File: config.mk
export PLATFORM = sky130hd
export DESIGN_NAME = fpnew_opgroup_out_arbiter
export DESIGN_NICKNAME = d
export VERILOG_FILES = /design/src/rtl/fpnew_opgroup_out_arbiter_pkg.sv /design/src/rtl/fpnew_opgroup_out_arbiter_rr_pick.sv /design/src/rtl/fpnew_opgroup_out_arbiter.sv
export SDC_FILE = /design/constraint.sdc
export NUM_CORES = 1
export LEC_CHECK = 0
export ABC_CLOCK_PERIOD_IN_PS = 2900
export CAP_MARGIN = 20
export CORE_AREA = 3 3 144 146
export DETAILED_ROUTE_END_ITERATION = 8
export DIE_AREA = 0 0 147 149
export SLEW_MARGIN = 30
export SYNTH_ARGS = -nofsm -noshare
export SYNTH_HDL_FRONTEND = slang
export SYNTH_SLANG_ARGS = --single-unit
export TNS_END_PERCENT = 50
File: constraint.sdc
create_clock -name clk_i -period 2.9 [get_ports clk_i]
set_clock_uncertainty 0.2 [all_clocks]
set_input_delay 0.435 -clock clk_i [delete_from_list [all_inputs] [get_ports clk_i]]
set_output_delay 0.435 -clock clk_i [all_outputs]
set_load 0.005 [all_outputs]
File: src/rtl/fpnew_opgroup_out_arbiter_pkg.sv
// Shared types and helpers for the opgroup output arbiter.
// status_t mirrors the IEEE exception flag layout, with nx as the LSB.
package fpnew_opgroup_out_arbiter_pkg;

    typedef struct packed {
        logic nv;
        logic dz;
        logic of;
        logic uf;
        logic nx;
    } status_t;

    function automatic int unsigned idx_width(input int unsigned n);
        return (n > 1) ? $clog2(n) : 1;
    endfunction

endpackage

File: src/rtl/fpnew_opgroup_out_arbiter_rr_pick.sv
// Combinational cyclic priority picker: first request at or above start_i, else wraps to the lowest.
// Produces a one-hot grant plus its encoded index; all zero when nothing requests.
module fpnew_opgroup_out_arbiter_rr_pick
    import fpnew_opgroup_out_arbiter_pkg::*;
#(
    parameter int unsigned NumReq   = 4,
    parameter int unsigned IdxWidth = idx_width(NumReq)
) (
    input  logic [NumReq-1:0]   req_i,
    input  logic [IdxWidth-1:0] start_i,
    output logic [NumReq-1:0]   gnt_o,
    output logic [IdxWidth-1:0] idx_o,
    output logic                any_o
);

    logic found;

    always_comb begin
        gnt_o = '0;
        idx_o = '0;
        found = 1'b0;
        // Upper segment [start, NumReq) has priority over the wrapped segment [0, start).
        for (int unsigned j = 0; j < NumReq; j++) begin
            if (!found && req_i[j] && (j >= 32'(start_i))) begin
                found    = 1'b1;
                gnt_o[j] = 1'b1;
                idx_o    = IdxWidth'(j);
            end
        end
        for (int unsigned j = 0; j < NumReq; j++) begin
            if (!found && req_i[j]) begin
                found    = 1'b1;
                gnt_o[j] = 1'b1;
                idx_o    = IdxWidth'(j);
            end
        end
    end

    assign any_o = |req_i;

endmodule

File: src/rtl/fpnew_opgroup_out_arbiter.sv
// Round-robin arbiter sharing one opgroup output register between format slices.
// The holding register reloads whenever it is empty or being drained, giving 1 result/cycle.
module fpnew_opgroup_out_arbiter
    import fpnew_opgroup_out_arbiter_pkg::*;
#(
    parameter int unsigned  NumSlices = 4,
    parameter int unsigned  Width     = 64,
    parameter type          TagType   = logic,
    localparam int unsigned IdxWidth  = idx_width(NumSlices)
) (
    input  logic                                clk_i,
    input  logic                                rst_ni,
    input  logic [NumSlices-1:0][Width-1:0]     slice_result_i,
    input  status_t [NumSlices-1:0]             slice_status_i,
    input  logic [NumSlices-1:0]                slice_ext_bit_i,
    input  TagType [NumSlices-1:0]              slice_tag_i,
    input  logic [NumSlices-1:0]                slice_valid_i,
    output logic [NumSlices-1:0]                slice_ready_o,
    input  logic                                flush_i,
    output logic [Width-1:0]                    result_o,
    output status_t                             status_o,
    output logic                                extension_bit_o,
    output TagType                              tag_o,
    output logic                                out_valid_o,
    input  logic                                out_ready_i,
    output logic [IdxWidth-1:0]                 grant_idx_o,
    output logic                                busy_o
);

    logic [NumSlices-1:0] pick_gnt;
    logic [IdxWidth-1:0]  pick_idx;
    logic                 pick_any;
    logic                 load_en;
    logic                 grant;
    logic [IdxWidth-1:0]  rr_d;

    logic [Width-1:0]     sel_result;
    status_t              sel_status;
    logic                 sel_ext;
    TagType               sel_tag;

    logic                 out_valid_q;
    logic [Width-1:0]     result_q;
    status_t              status_q;
    logic                 ext_q;
    TagType               tag_q;
    logic [IdxWidth-1:0]  idx_q;
    logic [IdxWidth-1:0]  rr_q;

    fpnew_opgroup_out_arbiter_rr_pick #(
        .NumReq   (NumSlices),
        .IdxWidth (IdxWidth)
    ) u_rr_pick (
        .req_i   (slice_valid_i),
        .start_i (rr_q),
        .gnt_o   (pick_gnt),
        .idx_o   (pick_idx),
        .any_o   (pick_any)
    );

    assign load_en       = (~out_valid_q | out_ready_i) & ~flush_i;
    assign grant         = load_en & pick_any;
    assign slice_ready_o = load_en ? pick_gnt : '0;
    assign rr_d          = (32'(pick_idx) == NumSlices - 1) ? '0 : pick_idx + 1'b1;

    // One-hot select keeps the mux free of out-of-range indexing for non power-of-two counts.
    always_comb begin
        sel_result = '0;
        sel_status = '0;
        sel_ext    = 1'b0;
        sel_tag    = '0;
        for (int unsigned i = 0; i < NumSlices; i++) begin
            if (pick_gnt[i]) begin
                sel_result = slice_result_i[i];
                sel_status = slice_status_i[i];
                sel_ext    = slice_ext_bit_i[i];
                sel_tag    = slice_tag_i[i];
            end
        end
    end

    always_ff @(posedge clk_i or negedge rst_ni) begin
        if (!rst_ni) begin
            out_valid_q <= 1'b0;
            result_q    <= '0;
            status_q    <= '0;
            ext_q       <= 1'b0;
            tag_q       <= '0;
            idx_q       <= '0;
            rr_q        <= '0;
        end else if (flush_i) begin
            out_valid_q <= 1'b0;
        end else if (grant) begin
            out_valid_q <= 1'b1;
            result_q    <= sel_result;
            status_q    <= sel_status;
            ext_q       <= sel_ext;
            tag_q       <= sel_tag;
            idx_q       <= pick_idx;
            rr_q        <= rr_d;
        end else if (out_ready_i) begin
            out_valid_q <= 1'b0;
        end
    end

    assign result_o        = result_q;
    assign status_o        = status_q;
    assign extension_bit_o = ext_q;
    assign tag_o           = tag_q;
    assign out_valid_o     = out_valid_q;
    assign grant_idx_o     = idx_q;
    assign busy_o          = out_valid_q | (|slice_valid_i);

    a_ready_onehot: assert property (@(posedge clk_i) disable iff (!rst_ni)
        $onehot0(slice_ready_o));

    a_ready_needs_valid: assert property (@(posedge clk_i) disable iff (!rst_ni)
        (slice_ready_o & ~slice_valid_i) == '0);

    a_hold_stable: assert property (@(posedge clk_i) disable iff (!rst_ni)
        (out_valid_o && !out_ready_i && !flush_i) |=>
        (out_valid_o && $stable(result_o) && $stable(tag_o) && $stable(grant_idx_o)));

endmodule

==> flow_summary_export.csv <==
group,metric,value,unit
hold_path,hold_class,"flip-flop to flip-flop",
sta,period_needed,2.83,ns
floorplan,die_width,147,um
setup_path,critical_path_class,"input port to output pin",
synth,synth.distinct_cells,28,
sta,period_share,0.978,
floorplan,rows,51,
setup_path,r2r-end,"result_o[44]",
route,dr.pass1.iters,4,
cts,cts_inserted_buffers,9,
grt,grt_pass1_vias,6541,
setup_path,rr_startpoint,"rr_q[1]",
route,routed_via_density,5.03,
sta,fin_ws,0.0651,ns
cells_and_area,final_nets,1316,
setup_path,cp-start-kind,"input port",
floorplan,die_h,149,um
cts,cts_setup_buffers,0,
setup_path,worstPathMaxFanout,7,
synth,synth_warnings,0,
route,num_vias,6517,
route,routedWlPerCell,19.4,um
route,drt_iter0_drc,364,
route,ant_nets,0,
cts,cts.sinks,76,
place,place.gp.congestion,0.821,
floorplan,ios,371,
place,post-place-ws,0.0283,ns
place,portBuffers,370,
synth,synthTopCellsByCount,"nand2_1, o21ai_0, dfrtp_1",
place,placedCellCount,1277,
setup_path,reg2regPathDepth,7,
synth,netlist.area_leader.share,0.356,
route,finalWirelength,25100,um
hold_path,holdPathStages,2,
sta,maxSlewViolCount,0,
route,drc,0,
synth,synth.avg_cell_area,7.81,sq um
grt,overflow,0,
setup_path,worstPathRequired,2.27,ns
sta,worst_slew_pin_slew,0.581,ns
power,powerDensity,547,mW/mm^2
synth,syn_area,0.00534,sq mm
synth,synth-edff-count,0,
synth,ys_seq_area_frac,0.356,
cts,cts-root-buf,"clkbuf_16",
cts,clk_pin_slew,0.06,ns
power,vdd_drop_max,0.279,mV
hold_path,hold-path-endpoint,"result_o[29]",
cells_and_area,drive_gt1_frac,0.0515,
power,p_leak,3.85,nW
cells_and_area,areaGrowthSynthToFinish,83.4,%
grt,grt_start_max_net_pins,86,
sta,final.setup.tns,0,ns
setup_path,rrSetupSlack,0.64,ns
synth,yosys_most_used_dff,"dfrtp_1",
sta,setup_viol,0,
floorplan,start_util,0.274,
status,outcome,"finished, final reports clean",
setup_path,arrival,2.20,ns
sta,fmaxAchievable,353,MHz
grt,grtUsageTotal,0.220,
cts,cts_tree,"done",
floorplan,core_area,0.0195,sq mm
setup_path,cp-end-kind,"output pin",
sta,rsz0062_at_grt,"no",
cts,cts.path.max_buffers,2,
cells_and_area,finalCoreUtilization,0.502,
cts,h-tree-depth,3,
floorplan,die_area,0.0219,sq mm
synth,synth_cells,684,
synth,synth_fp_nets,976,
synth,yosys_register_bits,76,
flow_run,max-cap-violations,0,
synth,synthMostInstantiatedCell,"nand2_1",
synth,synth.largest_area_cell,"dfrtp_1",
grt,grt_pass1_wl,37900,um
sta,relSlewSlack,0.613,
cts,clock_latency,0.34,ns
place,hpwl,17800,um
grt,antenna_found_initial,1,
synth,synthTopCellsByArea,"dfrtp_1, o2111a_1, nand2_1",
sta,hold_viol_final,0,
hold_path,hp-start,"result_o[29]",
cells_and_area,stdcell_count,1295,
synth,async_reset_ff_frac,1.00,
[worst max path at each step]
stage,startpoint,to,cells after the start
final,slice_valid_i[3],slice_ready_o[2],5
after CTS,slice_valid_i[0],busy_o,5
after global placement,slice_valid_i[0],busy_o,5
after floorplan,slice_valid_i[3],slice_ready_o[2],4
after detailed placement,slice_valid_i[0],slice_ready_o[2],5
after global routing,slice_valid_i[3],slice_ready_o[2],5
[worst max-delay path, cell delays in order]
cell and delay [ns]:
clkdlybuf4s50_1 0.51, or2_1 0.34, a21oi_4 0.18, o211a_1 0.18, clkdlybuf4s50_1 0.54
[through the flow]
step	instance area, sq um	power (mW)	hold WS [ns]
3_5_place_dp	9460	4.15	0.274
2_1_floorplan	5340	2.62	-0.0606
5_1_grt	9800	5.70	0.310
4_1_cts	9790	5.43	0.288
3_3_place_gp	9460	4.14	0.262
6_report	9800	5.36	0.279
[layout by cell type (no fill, tap or decap), drive strengths merged, types with 2 or more instances in the layout]
cell / n
o211ai: 71
o21ai: 149
nor2b: 2
nand2b: 7
buf: 29
o2111a: 71
clkinv: 3
bufinv: 2
dfrtp: 76
nand2: 145
a21oi: 6
inv: 72
o211a: 2
clkdlybuf4s50: 367
nor2: 3
or2: 2
clkbuf: 11
[cells by family after synthesis]
family | count (synthesis) | share of synthesized area
buf+inv | 141 | 0.109
simple gates | 162 | 0.122
compound gates | 305 | 0.414
flops | 76 | 0.356
[what timing repair did]
action                                 in CTS  in global routing
gates resized for setup                     0                  2
hold buffers                                1                  0
setup endpoints to repair                   0                  3
endpoints found under the hold margin      38                  0
[where the power goes]
group          total (mW)  internal, mW  switching [mW]
clock network        1.25         0.774           0.476
logic                2.56          1.44            1.12
registers            1.55          1.36           0.190
total                5.36          3.57            1.79
[cell type report]
class | count | area (sq um)
Multi-Input combinational cell | 467 | 2910
Fill cell | 1961 | 9730
Tap cell | 265 | 332
Clock inverter | 5 | 75.1
Antenna cell | 1 | 2.50
Timing Repair Buffer | 398 | 4060
Inverter | 72 | 270
Sequential cell | 76 | 1900
Clock buffer | 11 | 243
[registers in the layout, indices dropped and copies added, names as in the netlist]
| register | count |
|---|---|
| rr_q | 2 |
| grant_idx_o | 2 |
| tag_o | 1 |
| out_valid_o | 1 |
| extension_bit_o | 1 |
| status_o | 5 |
| result_o | 64 |
[per-layer routing]
metal / up-vias / part of all wire / track usage
met1: 3066 / 0.40 / 0.262
met5: - / 0 / 0
li1: 3145 / - / -
met4: 0 / 0.024 / 0.0704
met2: 273 / 0.48 / 0.380
met3: 33 / 0.089 / 0.0690
Power figures use the tool's default switching activity.
